<file path="src/rtl/ibex_pkg.sv">
// Shared Ibex definitions used by the AES cipher arbiter.
// Holds the arbiter FSM state type and the cipher block width.
package ibex_pkg;

    localparam int unsigned AesBlockW = 128;

    typedef enum logic [1:0] {
        AES_ARB_IDLE,
        AES_ARB_ISSUE,
        AES_ARB_WAIT,
        AES_ARB_RESP
    } aes_arb_state_e;

endpackage

</file>
<file path="src/rtl/ibex_aes_rr_picker.sv">
// Combinational round-robin picker: the lowest requesting index at or
// above ptr wins, wrapping past NumReq-1 back to 0.
module ibex_aes_rr_picker #(
    parameter int unsigned NumReq = 3,
    localparam int unsigned IdxW  = $clog2(NumReq)
) (
    input  logic [NumReq-1:0] req,
    input  logic [IdxW-1:0]   ptr,
    output logic [NumReq-1:0] gnt,
    output logic [IdxW-1:0]   idx
);

    logic [IdxW-1:0] cand;
    logic            found;

    always_comb begin
        gnt   = '0;
        idx   = '0;
        found = 1'b0;
        cand  = '0;
        for (int k = 0; k < NumReq; k++) begin
            cand = IdxW'((int'(ptr) + k) % NumReq);
            if (!found && req[cand]) begin
                found     = 1'b1;
                gnt[cand] = 1'b1;
                idx       = cand;
            end
        end
    end

endmodule

</file>
<file path="src/rtl/ibex_aes_arbiter.sv">
// Round-robin arbiter sharing one AES-128 cipher among secure ALU requesters.
// Define IBEX_AES_ARB_TIMEOUT_EN to abort operations the cipher never answers.
module ibex_aes_arbiter
    import ibex_pkg::*;
#(
    parameter int unsigned NumReq        = 3,
    parameter int unsigned TimeoutCycles = 64
) (
    input  logic                          clk_i,
    input  logic                          rst_ni,
    input  logic                          key_valid_i,
    input  logic [NumReq-1:0]             req_valid_i,
    output logic [NumReq-1:0]             req_ready_o,
    input  logic [NumReq*AesBlockW-1:0]   req_data_i,
    input  logic [NumReq-1:0]             req_decrypt_i,
    output logic [NumReq-1:0]             rsp_valid_o,
    output logic [AesBlockW-1:0]          rsp_data_o,
    output logic                          rsp_error_o,
    output logic                          core_valid_o,
    output logic [AesBlockW-1:0]          core_data_o,
    output logic                          core_decrypt_o,
    input  logic                          core_valid_i,
    input  logic [AesBlockW-1:0]          core_data_i,
    output logic                          busy_o
);

    localparam int unsigned IdxW = $clog2(NumReq);

    aes_arb_state_e       state_q;
    logic [IdxW-1:0]      rr_q, id_q, pick_idx;
    logic [NumReq-1:0]    pick_gnt, id_oh, rsp_valid_q;
    logic [AesBlockW-1:0] pick_data, data_q, rsp_data_q;
    logic                 pick_dec, mode_q, err_q, err_d;
    logic                 rsp_err_q, core_valid_q, tmo_hit;

    ibex_aes_rr_picker #(
        .NumReq (NumReq)
    ) u_picker (
        .req (req_valid_i),
        .ptr (rr_q),
        .gnt (pick_gnt),
        .idx (pick_idx)
    );

    always_comb begin
        pick_data = '0;
        for (int i = 0; i < NumReq; i++) begin
            if (pick_gnt[i]) pick_data = req_data_i[AesBlockW*i +: AesBlockW];
        end
    end

    assign pick_dec    = |(req_decrypt_i & pick_gnt);
    assign id_oh       = NumReq'(1) << id_q;
    // A key lost at any point of the operation poisons its result.
    assign err_d       = err_q | ~key_valid_i;
    assign req_ready_o = (rst_ni && state_q == AES_ARB_IDLE) ? pick_gnt : '0;

`ifdef IBEX_AES_ARB_TIMEOUT_EN
    logic [7:0] tmo_q;
    assign tmo_hit = (tmo_q == 8'(TimeoutCycles - 1));
`else
    localparam int unsigned unused_tmo = TimeoutCycles;
    assign tmo_hit = 1'b0;
`endif

    always_ff @(posedge clk_i or negedge rst_ni) begin
        if (!rst_ni) begin
            state_q      <= AES_ARB_IDLE;
            rr_q         <= '0;
            id_q         <= '0;
            data_q       <= '0;
            mode_q       <= 1'b0;
            err_q        <= 1'b0;
            rsp_valid_q  <= '0;
            rsp_data_q   <= '0;
            rsp_err_q    <= 1'b0;
            core_valid_q <= 1'b0;
`ifdef IBEX_AES_ARB_TIMEOUT_EN
            tmo_q        <= '0;
`endif
        end else begin
            core_valid_q <= 1'b0;
            rsp_valid_q  <= '0;
            rsp_err_q    <= 1'b0;
            unique case (state_q)
                AES_ARB_IDLE: begin
                    if (|req_valid_i) begin
                        id_q   <= pick_idx;
                        data_q <= pick_data;
                        mode_q <= pick_dec;
                        err_q  <= ~key_valid_i;
                        if (key_valid_i) begin
                            state_q      <= AES_ARB_ISSUE;
                            core_valid_q <= 1'b1;
                        end else begin
                            state_q     <= AES_ARB_RESP;
                            rsp_data_q  <= '0;
                            rsp_valid_q <= pick_gnt;
                            rsp_err_q   <= 1'b1;
                        end
                    end
                end
                AES_ARB_ISSUE, AES_ARB_WAIT: begin
                    err_q <= err_d;
                    if (core_valid_i) begin
                        state_q     <= AES_ARB_RESP;
                        rsp_valid_q <= id_oh;
                        rsp_err_q   <= err_d;
                        rsp_data_q  <= err_d ? '0 : core_data_i;
                    end else if (state_q == AES_ARB_WAIT && tmo_hit) begin
                        state_q     <= AES_ARB_RESP;
                        rsp_valid_q <= id_oh;
                        rsp_err_q   <= 1'b1;
                        rsp_data_q  <= '0;
                    end else begin
                        state_q <= AES_ARB_WAIT;
                    end
`ifdef IBEX_AES_ARB_TIMEOUT_EN
                    tmo_q <= (state_q == AES_ARB_ISSUE) ? '0 : tmo_q + 8'd1;
`endif
                end
                AES_ARB_RESP: begin
                    rr_q    <= (id_q == IdxW'(NumReq - 1)) ? '0 : id_q + IdxW'(1);
                    state_q <= AES_ARB_IDLE;
                end
                default: state_q <= AES_ARB_IDLE;
            endcase
        end
    end

    assign rsp_valid_o    = rsp_valid_q;
    assign rsp_data_o     = rsp_data_q;
    assign rsp_error_o    = rsp_err_q;
    assign core_valid_o   = core_valid_q;
    assign core_data_o    = data_q;
    assign core_decrypt_o = mode_q;
    assign busy_o         = (state_q != AES_ARB_IDLE);

endmodule

</file>
<file path="config.mk">
export PLATFORM = sky130hd
export DESIGN_NAME = ibex_aes_arbiter
export DESIGN_NICKNAME = d
export VERILOG_FILES = /design/src/rtl/ibex_pkg.sv /design/src/rtl/ibex_aes_rr_picker.sv /design/src/rtl/ibex_aes_arbiter.sv
export SDC_FILE = /design/constraint.sdc
export NUM_CORES = 1
export LEC_CHECK = 0
export ABC_AREA = 1
export BUFFER_PORTS_ARGS = -buffer_cell sky130_fd_sc_hd__buf_2
export CAP_MARGIN = 30
export CORE_AREA = 2 2 305 307
export CTS_CLUSTER_SIZE = 14
export DETAILED_ROUTE_END_ITERATION = 7
export DIE_AREA = 0 0 307 309
export PLACE_DENSITY = 0.33
export SLEW_MARGIN = 10
export SYNTH_ARGS = -nofsm -noshare
export SYNTH_HDL_FRONTEND = slang
export SYNTH_SLANG_ARGS = --single-unit
export TNS_END_PERCENT = 100
</file>
<file path="constraint.sdc">
create_clock -name clk_i -period 2.4 [get_ports clk_i]
set_input_delay 0.24 -clock clk_i [delete_from_list [all_inputs] [get_ports clk_i]]
set_output_delay 0.24 -clock clk_i [all_outputs]
set_load 0.02 [all_outputs]
</file>
==> impl_metrics.csv <==
group,metric,value,unit
route,antenna_violating_nets_post_route,0,
critical_path,critical_path.startpoint_type,"flip-flop",
logic_synthesis,synthesis.area,14100,µm²
logic_synthesis,synth_area_per_cell,7.31,µm²
die,die_w,307,µm
place,place_ws,-0.0334,ns
clock_tree,ctsHtreeMaxLevel,2,
route,wl_per_cell,18.4,µm
place,placement.io_buffers,787,
clock_tree,tritoncts,"built",
critical_path,critPathMaxStageDelay,0.46,ns
sta,max_freq,401,MHz
clock_tree,cts_made_buffers,40,
die,design.die.area,94900,µm²
clock_tree,clk_lat_worst_skew,0.56,ns
status,violations,"negative setup slack",
sta,max-slew-margin-rel,0.429,
clock_tree,clock-root-buffer,"sky130_fd_sc_hd__clkbuf_16",
route,drt_first_pass_iters,5,
clock_tree,tritoncts_num_sinks,269,
die,floorplan.initialDensity,0.155,
die,placeableCoreArea,91400,µm²
finish,mostFrequentLayoutCell,"sky130_fd_sc_hd__buf_2",
critical_path,worstPathRequired,2.16,ns
power,p_per_area,1600,nW/µm²
critical_path,timing.critical_path.mode_cell,"sky130_fd_sc_hd__nor2_4",
global_routing,first_global_vias,17900,
sta,clock_skew,0.0105,ns
critical_path,critical_path.top_delay_family,"simple AND/OR/NAND/NOR gates",
critical_path,ordered_list_of_cells_on_the_worst_path,"ha_4 > inv_4 > nand2_2 > nand3_2 > nand2_4 > nor2_4 > nand3_4 > nand2_8 > inv_16 > nor2_4 > buf_6",
finish,fin_util,0.283,
place,dp.final_hpwl,56.6,mm
critical_path,critical_path_peak_fanout,4,
sta,layout_worst_path_cycle_share,1.04,
route,drc,0,
critical_path,cp_num_buf_inv,3,
route,routed_wl,79.6,mm
global_routing,grt_antenna_before_repair,5,
global_routing,global_route_wire_length_before_repair,111,mm
critical_path,slowest_stage,"sky130_fd_sc_hd__dfrtp_2",
flow_run,max_cap_viol_count,0,
status,outcome,"finished, violations left",
logic_synthesis,postSynthCellCount,1931,
sta,min_cycle_time_layout,2.50,ns
place,place_inst,3853,
route,detail_route.vias_per_cell,4.09,
global_routing,overflow,0,
route,detailroute.via_count,17700,
logic_synthesis,distinct_cells_synth,25,
logic_synthesis,syn_nets,2460,
logic_synthesis,seq_area_frac_synth,0.477,
die,placementRows,111,
global_routing,grt_usage,0.152,
clock_tree,maximum_clock_insertion_buffer_count,3,
sta,report.final.slew_viol_count,0,
route,drt-initial-drc-count,961,
sta,timing.final.setup_violations,18,
die,vertical_die_dimension,309,µm
power,power.leakage,12.9,nW
logic_synthesis,ys_seq_elements,269,
die,pin_count,788,
place,last_weighted_congestion_value_of_the_routability_driven_placer,0.859,
critical_path,cp.arrival,2.26,ns
power,vdd_drop_max,0.664,mV
sta,finalWorstSetupSlack,-0.0965,ns
finish,layout_common_cells,"sky130_fd_sc_hd__buf_2 (783), sky130_fd_sc_hd__nand2_1 (531), sky130_fd_sc_hd__a21oi_1 (468)",
sta,pin_slew_with_the_least_headroom_to_its_limit,0.856,ns
critical_path,endpoint_kind,"output port",
clock_tree,reg_clk_slew_reported_paths,0.05,ns
logic_synthesis,yosys_warnings,0,
finish,final-instance-count-excl-fill,4338,
sta,final_hold_viol_count,0,
sta,rsz_0062_raised_after_global_routing,"true",
min_path,hold_path.class,"in2reg",
global_routing,grt_max_degree,125,
finish,post_route_cells_drive_above_1_share,0.337,
finish,syn_to_final_growth,83.0,%
finish,num-nets-final,3653,
critical_path,setup.worst_path.class,"reg2out",
==> flip-flops by register name, indices dropped and copies added (netlist names) <==
name	flops
core_valid_o	1
rsp_valid_o	3
rsp_error_o	1
core_data_o	128
rsp_data_o	128
id_q	2
rr_q	2
state_q	2
err_q	1
core_decrypt_o	1
==> through the flow <==
stage / total power, W / hold WS (ns) / instance area [µm²] / TNS, ns
6_report: 0.0413 / 0.0153 / 25900 / -0.581
5_1_grt: 0.0447 / 0.00873 / 25900 / -7.98
4_1_cts: 0.0397 / 0.0000649 / 25200 / -0.675
3_5_place_dp: 0.0326 / 0.0675 / 19800 / -0.0698
3_3_place_gp: 0.0324 / 0.0644 / 19800 / -0.0643
2_1_floorplan: 0.0236 / -0.0556 / 14100 / 0
==> per-layer routing <==
metal	GRT usage	share of wire
met1	0.184	0.42
met2	0.274	0.51
met3	0.0248	0.047
met4	0.0466	0.026
met5	0	0
==> cell type report <==
class / instances / area (µm²)
well taps: 1186 / 1480
clock inverters: 11 / 101
fillers: 10100 / 65500
flip-flops and latches: 269 / 6730
diodes: 1 / 2.50
clock buffers: 58 / 1160
multi-input cells: 1371 / 6390
repair buffers: 1291 / 9390
inverters: 151 / 593
==> report_power, final <==
group / switching, W / internal (W) / total [W] / leakage, nW
combinational: 0.0170 / 0.0100 / 0.0271 / 9.07
clock: 0.00239 / 0.00346 / 0.00585 / 0.623
sequential: 0.00131 / 0.00707 / 0.00838 / 3.16
total: 0.0207 / 0.0206 / 0.0413 / 12.9
==> synthesized netlist by cell type, drive strengths merged <==
master | n | area (µm²)
a41oi | 1 | 8.76
o221ai | 1 | 8.76
nor2 | 269 | 1020
o21ai | 9 | 56.3
nor3 | 2 | 10.0
clkbuf | 54 | 203
nand3 | 14 | 75.1
ha | 7 | 87.6
a31oi | 2 | 12.5
nand2 | 546 | 2070
buf | 86 | 667
dfrtp | 269 | 6730
inv | 151 | 567
or2 | 1 | 6.26
a21oi | 519 | 2600
==> worst register-to-register path: stages (launching register included) <==
cell and delay [ns]:
sky130_fd_sc_hd__dfrtp_2 0.46, sky130_fd_sc_hd__ha_4 0.31, sky130_fd_sc_hd__inv_4 0.04, sky130_fd_sc_hd__nand2_2 0.05
sky130_fd_sc_hd__nand3_2 0.09, sky130_fd_sc_hd__nand2_4 0.11, sky130_fd_sc_hd__buf_6 0.11, sky130_fd_sc_hd__nand3_2 0.06
sky130_fd_sc_hd__nand2_2 0.08, sky130_fd_sc_hd__inv_2 0.05, sky130_fd_sc_hd__buf_4 0.13, sky130_fd_sc_hd__nand2_4 0.18
sky130_fd_sc_hd__buf_12 0.25, sky130_fd_sc_hd__nand2_1 0.19, sky130_fd_sc_hd__nand2_1 0.09, sky130_fd_sc_hd__nand2_1 0.05
sky130_fd_sc_hd__a21oi_1 0.13
==> repair_timing <==
action | 4_1_cts | 5_1_grt
resized for setup | 40 | 89
setup endpoints to repair | 6 | 133
pin swaps | 10 | 19
hold buffers | 388 | 0
hold endpoints to repair | 504 | 0
cloned | 0 | 11
setup buffers | 8 | 9
==> worst paths after layout <==
kind / slack [ns] / depth (start not counted) / to / from
min in group asynchronous: 0.12 / 2 / core_data_o[121] / rst_ni
min: 0.02 / 3 / core_data_o[73] / req_data_i[329]
max reg2reg: -0.05 / 16 / core_data_o[118] / rr_q[1]
max: -0.1 / 11 / req_ready_o[1] / rr_q[1]
max in group asynchronous: 1.24 / 3 / rsp_data_o[55] / rst_ni
min reg2reg: 0.49 / 2 / core_decrypt_o / core_decrypt_o
==> logic make-up (layout without fill, tap and decap cells) <==
| logic type | Yosys count | after routing | share of synthesized area |
|---|---|---|---|
| and+or+nand+nor | 832 | 832 | 0.226 |
| adders and majority gates | 7 | 7 | 0.00620 |
| other | 0 | 1 | 0 |
| DFF | 269 | 269 | 0.477 |
| buffers and inverters | 291 | 1511 | 0.102 |
| AOI/OAI and AO/OA | 532 | 532 | 0.190 |
Power figures use the tool's default switching activity.
